**src/rtl/alu_seq_ctrl.sv**
```systemverilog
// Accumulator-based issue controller for a combinational ALU.
// Takes one operation per request handshake, enables the ALU for exactly one
// cycle, updates the accumulator and carry flag, and returns the captured
// result over a valid/ready response channel. It also flags ALU activity
// observed while the ALU is disabled.
module alu_seq_ctrl #(
  parameter int unsigned SIZE = 8
) (
  input  logic            clk_i,
  input  logic            rst_i,
  // Request channel
  input  logic            req_valid_i,
  output logic            req_ready_o,
  input  logic [2:0]      req_op_i,
  input  logic [SIZE-1:0] req_operand_i,
  input  logic            req_use_carry_i,
  // ALU drive
  output logic            alu_ce_o,
  output logic [2:0]      alu_op_code_o,
  output logic [SIZE-1:0] alu_left_o,
  output logic [SIZE-1:0] alu_right_o,
  output logic            alu_carry_in_o,
  // ALU result
  input  logic [SIZE-1:0] alu_op_out_i,
  input  logic            alu_carry_out_i,
  // Response channel
  output logic            resp_valid_o,
  input  logic            resp_ready_i,
  output logic [SIZE-1:0] resp_result_o,
  output logic            resp_carry_o,
  // Architectural state
  output logic [SIZE-1:0] acc_o,
  output logic            carry_flag_o,
  output logic            alu_fault_o
);

  localparam logic [2:0] OpAdd = 3'b000;
  localparam logic [2:0] OpSub = 3'b001;
  localparam logic [2:0] OpSt  = 3'b111;

  typedef enum logic [1:0] {StIdle, StIssue, StResp} state_e;

  state_e          state_q, state_d;
  logic [2:0]      op_q, op_d;
  logic [SIZE-1:0] operand_q, operand_d;
  logic            cin_q, cin_d;
  logic [SIZE-1:0] result_q, result_d;
  logic            rcarry_q, rcarry_d;
  logic [SIZE-1:0] acc_q, acc_d;
  logic            carry_q, carry_d;
  logic            fault_q, fault_d;

  logic alu_ce;
  assign alu_ce = (state_q == StIssue);

  // Next-state: FSM sequencing, operand latch, result capture, fault tracking
  always_comb begin
    state_d   = state_q;
    op_d      = op_q;
    operand_d = operand_q;
    cin_d     = cin_q;
    result_d  = result_q;
    rcarry_d  = rcarry_q;
    acc_d     = acc_q;
    carry_d   = carry_q;
    // Any nonzero ALU output while disabled is latched until reset
    fault_d   = fault_q | (~alu_ce & ((|alu_op_out_i) | alu_carry_out_i));

    unique case (state_q)
      StIdle: begin
        if (req_valid_i) begin
          op_d      = req_op_i;
          operand_d = req_operand_i;
          // Carry-in is resolved at handshake time from the current flag
          cin_d     = req_use_carry_i & carry_q;
          state_d   = StIssue;
        end
      end
      StIssue: begin
        result_d = alu_op_out_i;
        rcarry_d = alu_carry_out_i;
        if (op_q != OpSt) begin
          acc_d = alu_op_out_i;
        end
        if ((op_q == OpAdd) || (op_q == OpSub)) begin
          carry_d = alu_carry_out_i;
        end
        state_d = StResp;
      end
      StResp: begin
        if (resp_ready_i) begin
          state_d = StIdle;
        end
      end
      default: state_d = StIdle;
    endcase
  end

  // State registers with synchronous active-high reset
  always_ff @(posedge clk_i) begin
    if (rst_i) begin
      state_q   <= StIdle;
      op_q      <= 3'b000;
      operand_q <= '0;
      cin_q     <= 1'b0;
      result_q  <= '0;
      rcarry_q  <= 1'b0;
      acc_q     <= '0;
      carry_q   <= 1'b0;
      fault_q   <= 1'b0;
    end else begin
      state_q   <= state_d;
      op_q      <= op_d;
      operand_q <= operand_d;
      cin_q     <= cin_d;
      result_q  <= result_d;
      rcarry_q  <= rcarry_d;
      acc_q     <= acc_d;
      carry_q   <= carry_d;
      fault_q   <= fault_d;
    end
  end

  assign req_ready_o    = (state_q == StIdle);
  assign alu_ce_o       = alu_ce;
  assign alu_op_code_o  = op_q;
  assign alu_left_o     = acc_q;
  assign alu_right_o    = operand_q;
  assign alu_carry_in_o = cin_q;
  assign resp_valid_o   = (state_q == StResp);
  assign resp_result_o  = result_q;
  assign resp_carry_o   = rcarry_q;
  assign acc_o          = acc_q;
  assign carry_flag_o   = carry_q;
  assign alu_fault_o    = fault_q;

endmodule

```
**config.mk**
```make
export PLATFORM = sky130hd
export DESIGN_NAME = alu_seq_ctrl
export DESIGN_NICKNAME = d
export VERILOG_FILES = /design/src/rtl/alu_seq_ctrl.sv
export SDC_FILE = /design/constraint.sdc
export NUM_CORES = 1
export LEC_CHECK = 0
export BUFFER_PORTS_ARGS = -buffer_cell sky130_fd_sc_hd__buf_2
export CELL_PAD_IN_SITES_DETAIL_PLACEMENT = 1
export CELL_PAD_IN_SITES_GLOBAL_PLACEMENT = 1
export CORE_MARGIN = 4
export CORE_UTILIZATION = 31
export DETAILED_ROUTE_END_ITERATION = 8
export GPL_TIMING_DRIVEN = 1
export HOLD_SLACK_MARGIN = 0.06
export PLACE_DENSITY_LB_ADDON = 0.1
export SYNTH_ARGS = -nofsm -noshare
export SYNTH_HDL_FRONTEND = slang
export SYNTH_SLANG_ARGS = --single-unit
```
**constraint.sdc**
```tcl
create_clock -name clk_i -period 1.4 [get_ports clk_i]
set_clock_uncertainty 0.05 [all_clocks]
set_input_delay 0.14 -clock clk_i [delete_from_list [all_inputs] [get_ports clk_i]]
set_output_delay 0.14 -clock clk_i [all_outputs]
set_load 0.1 [all_outputs]
```
After elaboration in Yosys (flattened, before gate mapping)
Cells that the tools add are included.
{"block": "word_totals", "register_bits": 33, "word_cells": 31, "out_inout_bits": 42, "inputBits": 25}
{"block": "op_classes", "n_bitwise": 5, "reduce_logical": 8, "n_eq_ne": 6, "mux": 3}
{"op": "$reduce_and 2->1", "n": 4}
{"op": "$reduce_or 8->1", "n": 1}
{"op": "$pmux 2 s3", "n": 1}
{"op": "$mux 2", "n": 2}
{"op": "$eq 3x1->1 const B", "n": 1}
{"op": "$logic_not 3->1", "n": 1}
{"op": "$ne 3x3->1 const B", "n": 1}
{"op": "$and 1x1->1", "n": 2}
{"op": "$eq 2x1->1 const B", "n": 1}
{"op": "$eq 2x2->1 const B", "n": 1}
{"op": "$logic_not 2->1", "n": 1}
{"op": "$ne 2x1->1 const B", "n": 1}
{"op": "$ne 2x2->1 const B", "n": 1}
{"op": "$or 1x1->1", "n": 2}
{"op": "$logic_or 1x1->1", "n": 1}
{"op": "$not 1->1", "n": 1}

Logic depth before layout (Yosys ltp)
Gate-level depths: netlist of the first run.
{"block": "depth", "depth_word": 4, "depth_mapped": 5, "depth_no_buf": 4}

Worst setup path after synthesis of the first run
No wires, ideal clock.
{"block": "synth_timing", "path_kind": "register -> register", "from": "reg state_q[1]", "to": "reg state_q[1]", "synth_period_minus_slack_ns": 2.148, "setup_slack_ns": -0.748, "path_stages_with_launch": 4, "t_arrival_ns": 2.026, "n_path_buf": 0, "setup_ns": 0.071, "required_time_ns": 1.279, "cell_sequence": "dfxtp_1 nor2b_1 nand2b_1 a21oi_1"}
{"block": "synth_via", "elab_chain_cells": 3, "elab_cells_between_ends": 7, "cone_classes": "eq/ne (4); mux (1); reduce/logical (2)"}
{"item": "start, declared", "line_no": "43", "rtl": "state_e state_q, state_d;"}
{"item": "start signal, assigned", "line_no": "102", "rtl": "state_q <= StIdle;"}
{"item": "start signal, assigned", "line_no": "112", "rtl": "state_q <= state_d;"}
{"item": "$eq 2x2->1 (*)"}
{"item": "net resp_valid_o", "line_no": "27", "rtl": "output logic resp_valid_o,"}
{"item": "$ne 2x1->1 (no line)"}
{"item": "$reduce_and 2->1 (no line)"}
The timed path passes the listed nets; every way through them passes the cells marked *.
A chain may end at the register's enable or synchronous reset.

Worst setup path in the final report of the first run
{"block": "layout_timing", "from": "reg state_q[1]", "to": "out alu_ce_o"}
{"block": "layout_via", "elab_chain_cells": 1}
{"item": "$eq 2x1->1", "line_no": "54", "rtl": "assign alu_ce = (state_q == StIssue);"}
{"item": "end, declared", "line_no": "18", "rtl": "output logic alu_ce_o,"}
Every way passes these cells.

==> flow_summary.ini, run 1 <==
[clocking]
cts_tree = yes
clockRootBuffer = clkbuf_8
clk_pin_slew_ns = 0.07
numCtsBuffers = 5
worstSkewPairLatency_ns = 0.27
cts_sinks = 33
cts_buffer_depth = 2
htree_num_levels = 2

[power_and_ir_drop]
power_density_nw_per_um2 = 1290
p_leak_nw = 0.884
vdd_drop_max_uv = 849

[global_routing]
grt_util_all_layers_pct = 15.6
first_global_vias = 1423
grt_pass1_wl_mm = 6.59
overflow = 0
grt_max_degree = 24
antenna_found_initial = 0

[die]
placement_rows = 23
die_h_um = 73.7
die_area_um2 = 5430
die_x_um = 73.7
io_pins = 67
core_um2 = 4090
start_util_pct = 32.8

[placed_design]
portBuffers = 66
place_congestion = 0.771
place_area_um2 = 1750
dp_hpwl_mm = 2.92

[detailed_routing]
drt-vias-per-instance = 4.58
wl_per_cell_um = 13.7
drt_iter0_drc = 17
dr.pass1.iters = 4
drcViolationCount = 0
route.vias.total = 1282
drtAntennaViolNets = 0
drt-total-wl_mm = 3.84

[timing]
max_freq_mhz = 756
whs_ns = 0.0834
slew_viol_final = 0
setup_viol = 0
relSlewSlack_pct = 67.1
hold_viol_final = 0
finalSetupTns_ns = 0
max_slew.worst_pin.slew_ns = 0.497
rsz0062_at_grt = false
timing.final.crit_share_pct = 94.5
min_period_ns = 1.32

[critical_path]
critical_path_required_ns = 1.21
reg2reg_depth = 3
worst-setup-path-type = reg -> out
worstPathArrival_ns = 1.13
reg2reg_to = alu_right_o[0]$_SDFFE_PP0P_
cp-start-kind = register
crit_path_end_kind = output pin
r2r-start = state_q[0]$_SDFFE_PP0P_
critPathMaxFanout = 6
reg2reg_slack_ns = 0.09

[cells_and_area]
finalNetCount = 254
design_area_um2 = 1950
area_growth_syn_to_layout_pct = 45.5
n_antenna_cell = 0
fin_util_pct = 47.7
drive_gt1_share_pct = 42.2
num-fill-cells = 490

[synthesis]
ys_seq_area_share_pct = 49.3
ys_types = 22
synth_nets = 180
syn-instance-count = 155
syn-cell-area_um2 = 1340
ys_seq_elements = 33
yosys_warnings = 0
syn_area_per_cell_um2 = 8.64

[job]
maxCapViolations = 0

[run_status]
outcome = finished clean

[hold_path]
hold_start = alu_op_out_i[6]
hold_path_end = resp_result_o[6]$_SDFFE_PP0P_
min_path_cells = 3
hold_class = in -> reg
[cell usage in the layout, fill, tap and decap left out]
cell / n
or3b_1: 1
dfxtp_2: 12
mux2i_1: 8
nor2_1: 3
a21oi_1: 23
nor3_1: 1
nand2_1: 41
buf_12: 3
buf_2: 63
nor4_2: 1
buf_4: 7
nor2b_4: 1
dfxtp_1: 21
clkbuf_1: 3
nand2b_1: 16
o31ai_1: 1
clkbuf_8: 5
dlygate4sd3_1: 10
nand3_1: 2
nor2_2: 1
nand2b_4: 1
a31oi_4: 1
nor3b_2: 1
or2b_1: 1
clkinvlp_4: 1
or4_1: 2
[timing repair]
item | CTS | global route
resized for setup | 2 | 0
hold endpoints to repair | 10 | 0
buffers inserted | 1 | 0
hold buffers | 10 | 0
setup endpoints to repair | 1 | 0
[stage by stage]
stage	power [W]	cells	setup slack [ns]
2_1_floorplan	0.00168	155	0.0175
3_3_place_gp	0.00183	261	0.129
3_5_place_dp	0.00184	261	0.0478
4_1_cts	0.00255	280	0.0659
5_1_grt	0.00263	280	0.0131
6_report	0.00252	280	0.0765
[Yosys cell counts]
library cell,instances,area (µm²)
or4_1,2,15.0
buf_1,1,3.75
nand3_1,2,10.0
a31oi_4,1,21.3
or3b_1,1,8.76
buf_2,4,20.0
a21oi_1,23,115
nor2_1,4,15.0
nand2b_2,1,8.76
buf_4,8,60.1
nor3_1,1,5.00
nand2b_1,16,100
inv_1,1,3.75
nor4_2,1,12.5
nand2_1,41,154
o31ai_1,1,7.51
dfxtp_1,33,661
or2b_1,1,7.51
nor3b_2,1,12.5
clkbuf_1,3,11.3
nor2b_1,1,6.26
mux2i_1,8,80.1
[registers in the layout, indices dropped and copies added (netlist names)]
name            cells
state_q             2
resp_carry_o        1
resp_result_o       8
acc_o               8
alu_op_code_o       3
alu_fault_o         1
alu_carry_in_o      1
alu_right_o         8
carry_flag_o        1
[layer usage]
layer | wire length (µm) | up-vias | global-route usage, % | share of wire [%]
li1 | - | 646 | - | -
met3 | 225 | 4 | 3.69 | 5.9
met2 | 1930 | 41 | 27.5 | 50
met5 | 0 | - | 0 | 0
met1 | 1640 | 591 | 18.0 | 43
met4 | 42 | 0 | 6.04 | 1.1
[cells by family after synthesis]
| kind of cell | share of synthesized area (%) |
|---|---|
| buffers and inverters | 7.38 |
| AOI/OAI and AO/OA | 10.7 |
| and+or+nand+nor | 26.5 |
| DFF | 49.3 |
| muxes | 5.98 |
[worst max-delay path by stage]
stage                               from                             to  slack, ns  cells past startpoint
2_1_floorplan  carry_flag_o$_SDFFE_PP0P_      carry_flag_o$_SDFFE_PP0P_       0.02                      2
4_1_cts          state_q[1]$_SDFFE_PP0P_                       alu_ce_o       0.07                      3
5_1_grt          state_q[1]$_SDFFE_PP0P_                       alu_ce_o       0.01                      3
3_3_place_gp     state_q[1]$_SDFFE_PP0P_  alu_op_code_o[1]$_SDFFE_PP0P_       0.13                      3
3_5_place_dp     state_q[1]$_SDFFE_PP0P_          acc_o[4]$_SDFFE_PP0P_       0.05                      3
6_report         state_q[1]$_SDFFE_PP0P_                       alu_ce_o       0.08                      3
[report_power, final]
| part | internal [W] | leakage [nW] | total [W] | switching, W |
|---|---|---|---|---|
| clock network | 0.000353 | 0.0395 | 0.000672 | 0.000319 |
| logic | 0.000180 | 0.570 | 0.000812 | 0.000632 |
| registers | 0.000995 | 0.275 | 0.00103 | 0.0000356 |
| total | 0.00153 | 0.884 | 0.00252 | 0.000987 |
[critical path: stages (launching register included)]
cell,delay (ns)
dfxtp_1,0.35
nand2b_4,0.19
clkinvlp_4,0.14
buf_12,0.18
[cell type report]
type	count	area, µm²	share of cell area, %
inverter	1	7.51	0.385
timing repair buffer	83	528	27.1
clock buffer	8	80.1	4.11
tap	50	62.6	3.21
multi-input combinational	105	594	30.5
sequential	33	676	34.7
Note: power is estimated with default switching activity, not from simulation.
==> inputs of run 2 (changes only) <==
--- a/config.mk
+++ b/config.mk
@@ -14,6 +14,7 @@
 export GPL_TIMING_DRIVEN = 1
 export HOLD_SLACK_MARGIN = 0.06
 export PLACE_DENSITY_LB_ADDON = 0.1
+export REMOVE_ABC_BUFFERS = 1
 export SYNTH_ARGS = -nofsm -noshare
 export SYNTH_HDL_FRONTEND = slang
 export SYNTH_SLANG_ARGS = --single-unit
==> run 2 against run 1 <==
Total power rose by 0.34%; sequential power barely moved; critical path depth fell by 1; fmax fell by 0.76%; sequential share of layout area fell by 0.92 points; die area did not move; wire length rose by 3.2%; setup slack got worse by 0.010 ns; core utilization rose by 0.21 points; critical endpoint is now resp_valid_o; highest routed layer unchanged.
==> flow_summary.ini, run 2 (synthesis results as in run 1) <==
[run_status]
outcome = finished clean

[critical_path]
crit_path_end_kind = output pin
worstPathArrival_ns = 1.14
critical_path_required_ns = 1.21
critPathMaxFanout = 5
crit_buf_inv = 1
cp_top_family = flip-flops
reg2reg_to = acc_o[6]$_SDFFE_PP0P_
setup.worst_path.start = state_q[1]$_SDFFE_PP0P_
cp.depth = 2
slowest_stage = dfxtp_1
crit_end = resp_valid_o
worst-setup-path-type = reg -> out
reg2reg_depth = 4
reg2reg_slack_ns = 0.13
worstPathCellList = nor2b_2 -> buf_12
max_stage_delay_ns = 0.42
cp-start-kind = register
r2r-start = state_q[0]$_SDFFE_PP0P_

[timing]
min_period_ns = 1.33
slew_viol_final = 0
max_freq_mhz = 750
hold_viol_final = 0
setup_viol = 0
setup_ws_ns = 0.0664
max_slew.worst_pin.slew_ns = 0.496
timing.final.crit_share_pct = 95.3
relSlewSlack_pct = 67.1

[clocking]
numCtsBuffers = 5
cts_buffer_depth = 2
clk_pin_slew_ns = 0.06
cts_setup_buffers = 0
cts_sinks = 33
worstSkewPairLatency_ns = 0.28
htree_num_levels = 2
clockRootBuffer = clkbuf_8
cts_tree = yes

[power_and_ir_drop]
p_total_w = 0.00252
power_density_nw_per_um2 = 1290
vdd_drop_max_uv = 522
p_leak_nw = 0.888

[die]
io_pins = 67
die_h_um = 73.7
die_x_um = 73.7
placement_rows = 23
core_um2 = 4090
die_area_um2 = 5430
start_util_pct = 32.8

[detailed_routing]
dr.pass1.iters = 4
wl_per_cell_um = 14.2
drcViolationCount = 0
top_layer = met4
met1_length_mm = 1.68
wl_met3_um = 231
drt_iter0_drc = 70
wl_met2_mm = 2.00
drt-vias-per-instance = 4.63
drtAntennaViolNets = 0
route.vias.total = 1297
drt-total-wl_mm = 3.96

[cells_and_area]
drive_gt1_share_pct = 36.5
design_area_um2 = 1960
instances_no_fill = 280
n_antenna_cell = 0
finalNetCount = 254
fin_util_pct = 47.9
area_growth_syn_to_layout_pct = 46.2
mostFrequentLayoutCells = 61 x buf_2, 41 x nand2_1, 33 x dfxtp_1
final_common_cell = buf_2

[global_routing]
first_global_vias = 1382
grt_pass1_wl_mm = 6.53
grt_max_degree = 29
grt_util_all_layers_pct = 15.6
antenna_found_initial = 0
overflow = 0

[placed_design]
place_area_um2 = 1750
portBuffers = 66
pre_cts_ws_ns = 0.0558
place_congestion = 0.708
post-place-cells = 261
dp_hpwl_mm = 2.98

[hold_path]
hold_class = in -> reg

[job]
maxCapViolations = 0
==> run 2: how the worst min path moves through the flow <==
stage / slack [ns] / endpoint / from / cells after the start
global route: 0.07 / resp_result_o[4]$_SDFFE_PP0P_ / alu_op_out_i[4] / 3
detailed placement: 0.34 / alu_right_o[6]$_SDFFE_PP0P_ / req_operand_i[6] / 3
CTS: 0.07 / alu_op_code_o[0]$_SDFFE_PP0P_ / req_op_i[0] / 3
global placement: 0.33 / alu_right_o[6]$_SDFFE_PP0P_ / req_operand_i[6] / 3
floorplan: 0.16 / alu_carry_in_o$_SDFFE_PP0P_ / rst_i / 1
finish: 0.07 / alu_op_code_o[0]$_SDFFE_PP0P_ / req_op_i[0] / 3
==> run 2: power breakdown <==
| group | total (W) | switching [W] | internal (W) | leakage (nW) |
|---|---|---|---|---|
| sequential | 0.00103 | 0.0000417 | 0.000992 | 0.270 |
| clock | 0.000673 | 0.000321 | 0.000353 | 0.0395 |
| combinational | 0.000817 | 0.000629 | 0.000188 | 0.578 |
==> run 2: what timing repair did <==
item | in CTS | in global routing
cloned | 0 | 0
endpoints found under the hold margin | 11 | 0
hold buffers | 11 | 0
pin swaps | 0 | 0
resized for setup | 1 | 5
setup endpoints to repair | 1 | 11
==> run 2: stage by stage <==
stage / setup TNS (ns) / hold WS (ns)
after floorplan: -15.46 / 0.159
after global placement: 0 / 0.331
after detailed placement: 0 / 0.341
after CTS: 0 / 0.0661
after global routing: -0.00656 / 0.0730
final: 0 / 0.0716
==> run 2: layout make-up <==
class / count / area, µm²
fillers: 503 / 2130
repair buffers: 83 / 561
clock buffers: 8 / 80.1
flip-flops and latches: 33 / 661
multi-input cells: 105 / 589
well taps: 50 / 62.6
inverters: 1 / 3.75
==> run 2: layer usage <==
metal	up-vias	global-route usage, %
met5	-	0
met1	613	18.1
met2	33	27.2
met3	5	5.06
li1	646	-
met4	0	4.83
==> run 2: worst min-delay path, cell delays in order <==
cell,delay [ns]
buf_2,0.10
nand2_1,0.05
a21oi_1,0.06
==> inputs of run 3 (changes only) <==
--- a/config.mk
+++ b/config.mk
@@ -9,10 +9,11 @@
 export CELL_PAD_IN_SITES_DETAIL_PLACEMENT = 1
 export CELL_PAD_IN_SITES_GLOBAL_PLACEMENT = 1
 export CORE_MARGIN = 4
-export CORE_UTILIZATION = 31
+export CORE_UTILIZATION = 30
 export DETAILED_ROUTE_END_ITERATION = 8
 export GPL_TIMING_DRIVEN = 1
 export HOLD_SLACK_MARGIN = 0.06
+export MAX_ROUTING_LAYER = met4
 export PLACE_DENSITY_LB_ADDON = 0.1
 export REMOVE_ABC_BUFFERS = 1
 export SYNTH_ARGS = -nofsm -noshare
==> run 3 against run 2 <==
Sequential cell count unchanged; design area up 0.13%; hold slack worse by 0.0031 ns; die area up 3.0%; sequential share of layout area about the same.
==> flow_summary.ini, run 3 (synthesis results as in run 1) <==
[run_status]
outcome = finished clean

[detailed_routing]
wl_per_cell_um = 13.9
dr.pass1.iters = 2
route.vias.total = 1290
drcViolationCount = 0
drt_iter0_drc = 49
drtAntennaViolNets = 0
drt-total-wl_mm = 3.88
drt-vias-per-instance = 4.61

[die]
start_util_pct = 31.0
core_um2 = 4320
placement_rows = 24
die_x_um = 74.8
die_area_um2 = 5600
die_h_um = 74.8
io_pins = 67

[timing]
rsz0062_at_grt = false
relSlewSlack_pct = 62.8
setup_viol = 0
max_freq_mhz = 744
timing.final.crit_share_pct = 96.0
min_period_ns = 1.34
max_slew.worst_pin.slew_ns = 0.558
hold_viol_final = 0
setup_ws_ns = 0.0561
whs_ns = 0.0685
slew_viol_final = 0

[global_routing]
first_global_vias = 1332
grt_util_all_layers_pct = 15.8
antenna_found_initial = 0
grt_max_degree = 36
grt_pass1_wl_mm = 6.41
overflow = 0

[critical_path]
worstPathArrival_ns = 1.15
crit_path_end_kind = output pin
critical_path_required_ns = 1.21
reg2reg_depth = 4
reg2reg_to = carry_flag_o$_SDFFE_PP0P_
max_stage_delay_ns = 0.46
worst-setup-path-type = reg -> out
cp_top_family = buffers and inverters
crit_buf_inv = 1
worstPathCellList = buf_2
slowest_stage = buf_2
critPathMaxFanout = 3
r2r-start = state_q[1]$_SDFFE_PP0P_
reg2reg_slack_ns = 0.17
cp-start-kind = register

[hold_path]
hold_start = req_operand_i[4]
min_path_cells = 3
hold_path_end = alu_right_o[4]$_SDFFE_PP0P_
hold_class = in -> reg

[cells_and_area]
design_area_um2 = 1960
drive_gt1_share_pct = 37.7
n_antenna_cell = 0
mostFrequentLayoutCells = 61 x buf_2, 41 x nand2_1, 32 x dfxtp_1
num-fill-cells = 532
fin_util_pct = 45.3
final_common_cell = buf_2
area_growth_syn_to_layout_pct = 46.4
finalNetCount = 253

[clocking]
cts_sinks = 33
cts_tree = yes
worstSkewPairLatency_ns = 0.28
htree_num_levels = 2
cts_setup_buffers = 0
clockRootBuffer = clkbuf_8
cts_buffer_depth = 2
numCtsBuffers = 5
clk_pin_slew_ns = 0.06

[job]
maxCapViolations = 0

[power_and_ir_drop]
power_density_nw_per_um2 = 1310
vdd_drop_max_uv = 608
p_leak_nw = 0.889

[placed_design]
pre_cts_ws_ns = 0.0332
dp_hpwl_mm = 2.96
portBuffers = 66
place_congestion = 0.703
place_area_um2 = 1760
-- run 3: cell count changes in the layout (fill, tap and decap cells not counted), sizes merged --
cell	change
dlygate4sd3	-1
buf	-1
-- run 3: worst max-delay path by stage --
stage / from / to / slack (ns) / depth (start not counted)
after floorplan: state_q[1]$_SDFFE_PP0P_ / state_q[1]$_SDFFE_PP0P_ / -0.75 / 3
after global placement: state_q[0]$_SDFFE_PP0P_ / alu_op_code_o[0]$_SDFFE_PP0P_ / 0.08 / 3
after detailed placement: state_q[1]$_SDFFE_PP0P_ / alu_right_o[3]$_SDFFE_PP0P_ / 0.03 / 3
after CTS: state_q[0]$_SDFFE_PP0P_ / req_ready_o / 0.003 / 2
after global routing: alu_op_code_o[0]$_SDFFE_PP0P_ / alu_op_code_o[0] / 0.003 / 1
final: alu_op_code_o[0]$_SDFFE_PP0P_ / alu_op_code_o[0] / 0.06 / 1
-- run 3: what timing repair did --
action                                  in CTS  in global routing
endpoints found under the setup margin       1                 15
endpoints found under the hold margin       10                  0
hold buffers                                10                  0
resized for setup                            3                  4
-- run 3: cell type report --
cell class / instances / area, µm² / area share, %
flip-flops and latches: 33 / 662 / 33.8
repair buffers: 82 / 551 / 28.1
multi-input cells: 105 / 589 / 30.1
clock buffers: 7 / 86.3 / 4.41
well taps: 52 / 65.1 / 3.32
inverters: 1 / 6.26 / 0.319
-- run 3: report_power, final --
group,internal (W),total [W],switching (W),leakage (nW)
combinational,0.000186,0.000818,0.000631,0.575
clock,0.000390,0.000716,0.000326,0.0443
sequential,0.000992,0.00103,0.0000380,0.270
-- run 3: metal layers --
metal / wire, µm / vias up / GRT usage, %
li1: - / 643 / -
met1: 1580 / 597 / 18.2
met2: 1960 / 45 / 26.0
met3: 299 / 5 / 4.67
met4: 42 / 0 / 5.93
met5: 0 / - / -
-- run 3: metrics by stage --
step,instances,total power (W),setup TNS (ns)
after floorplan,139,0.00164,-15.46
after global placement,263,0.00183,0
after detailed placement,263,0.00185,0
after CTS,280,0.00260,0
after global routing,280,0.00269,0
final,280,0.00256,0
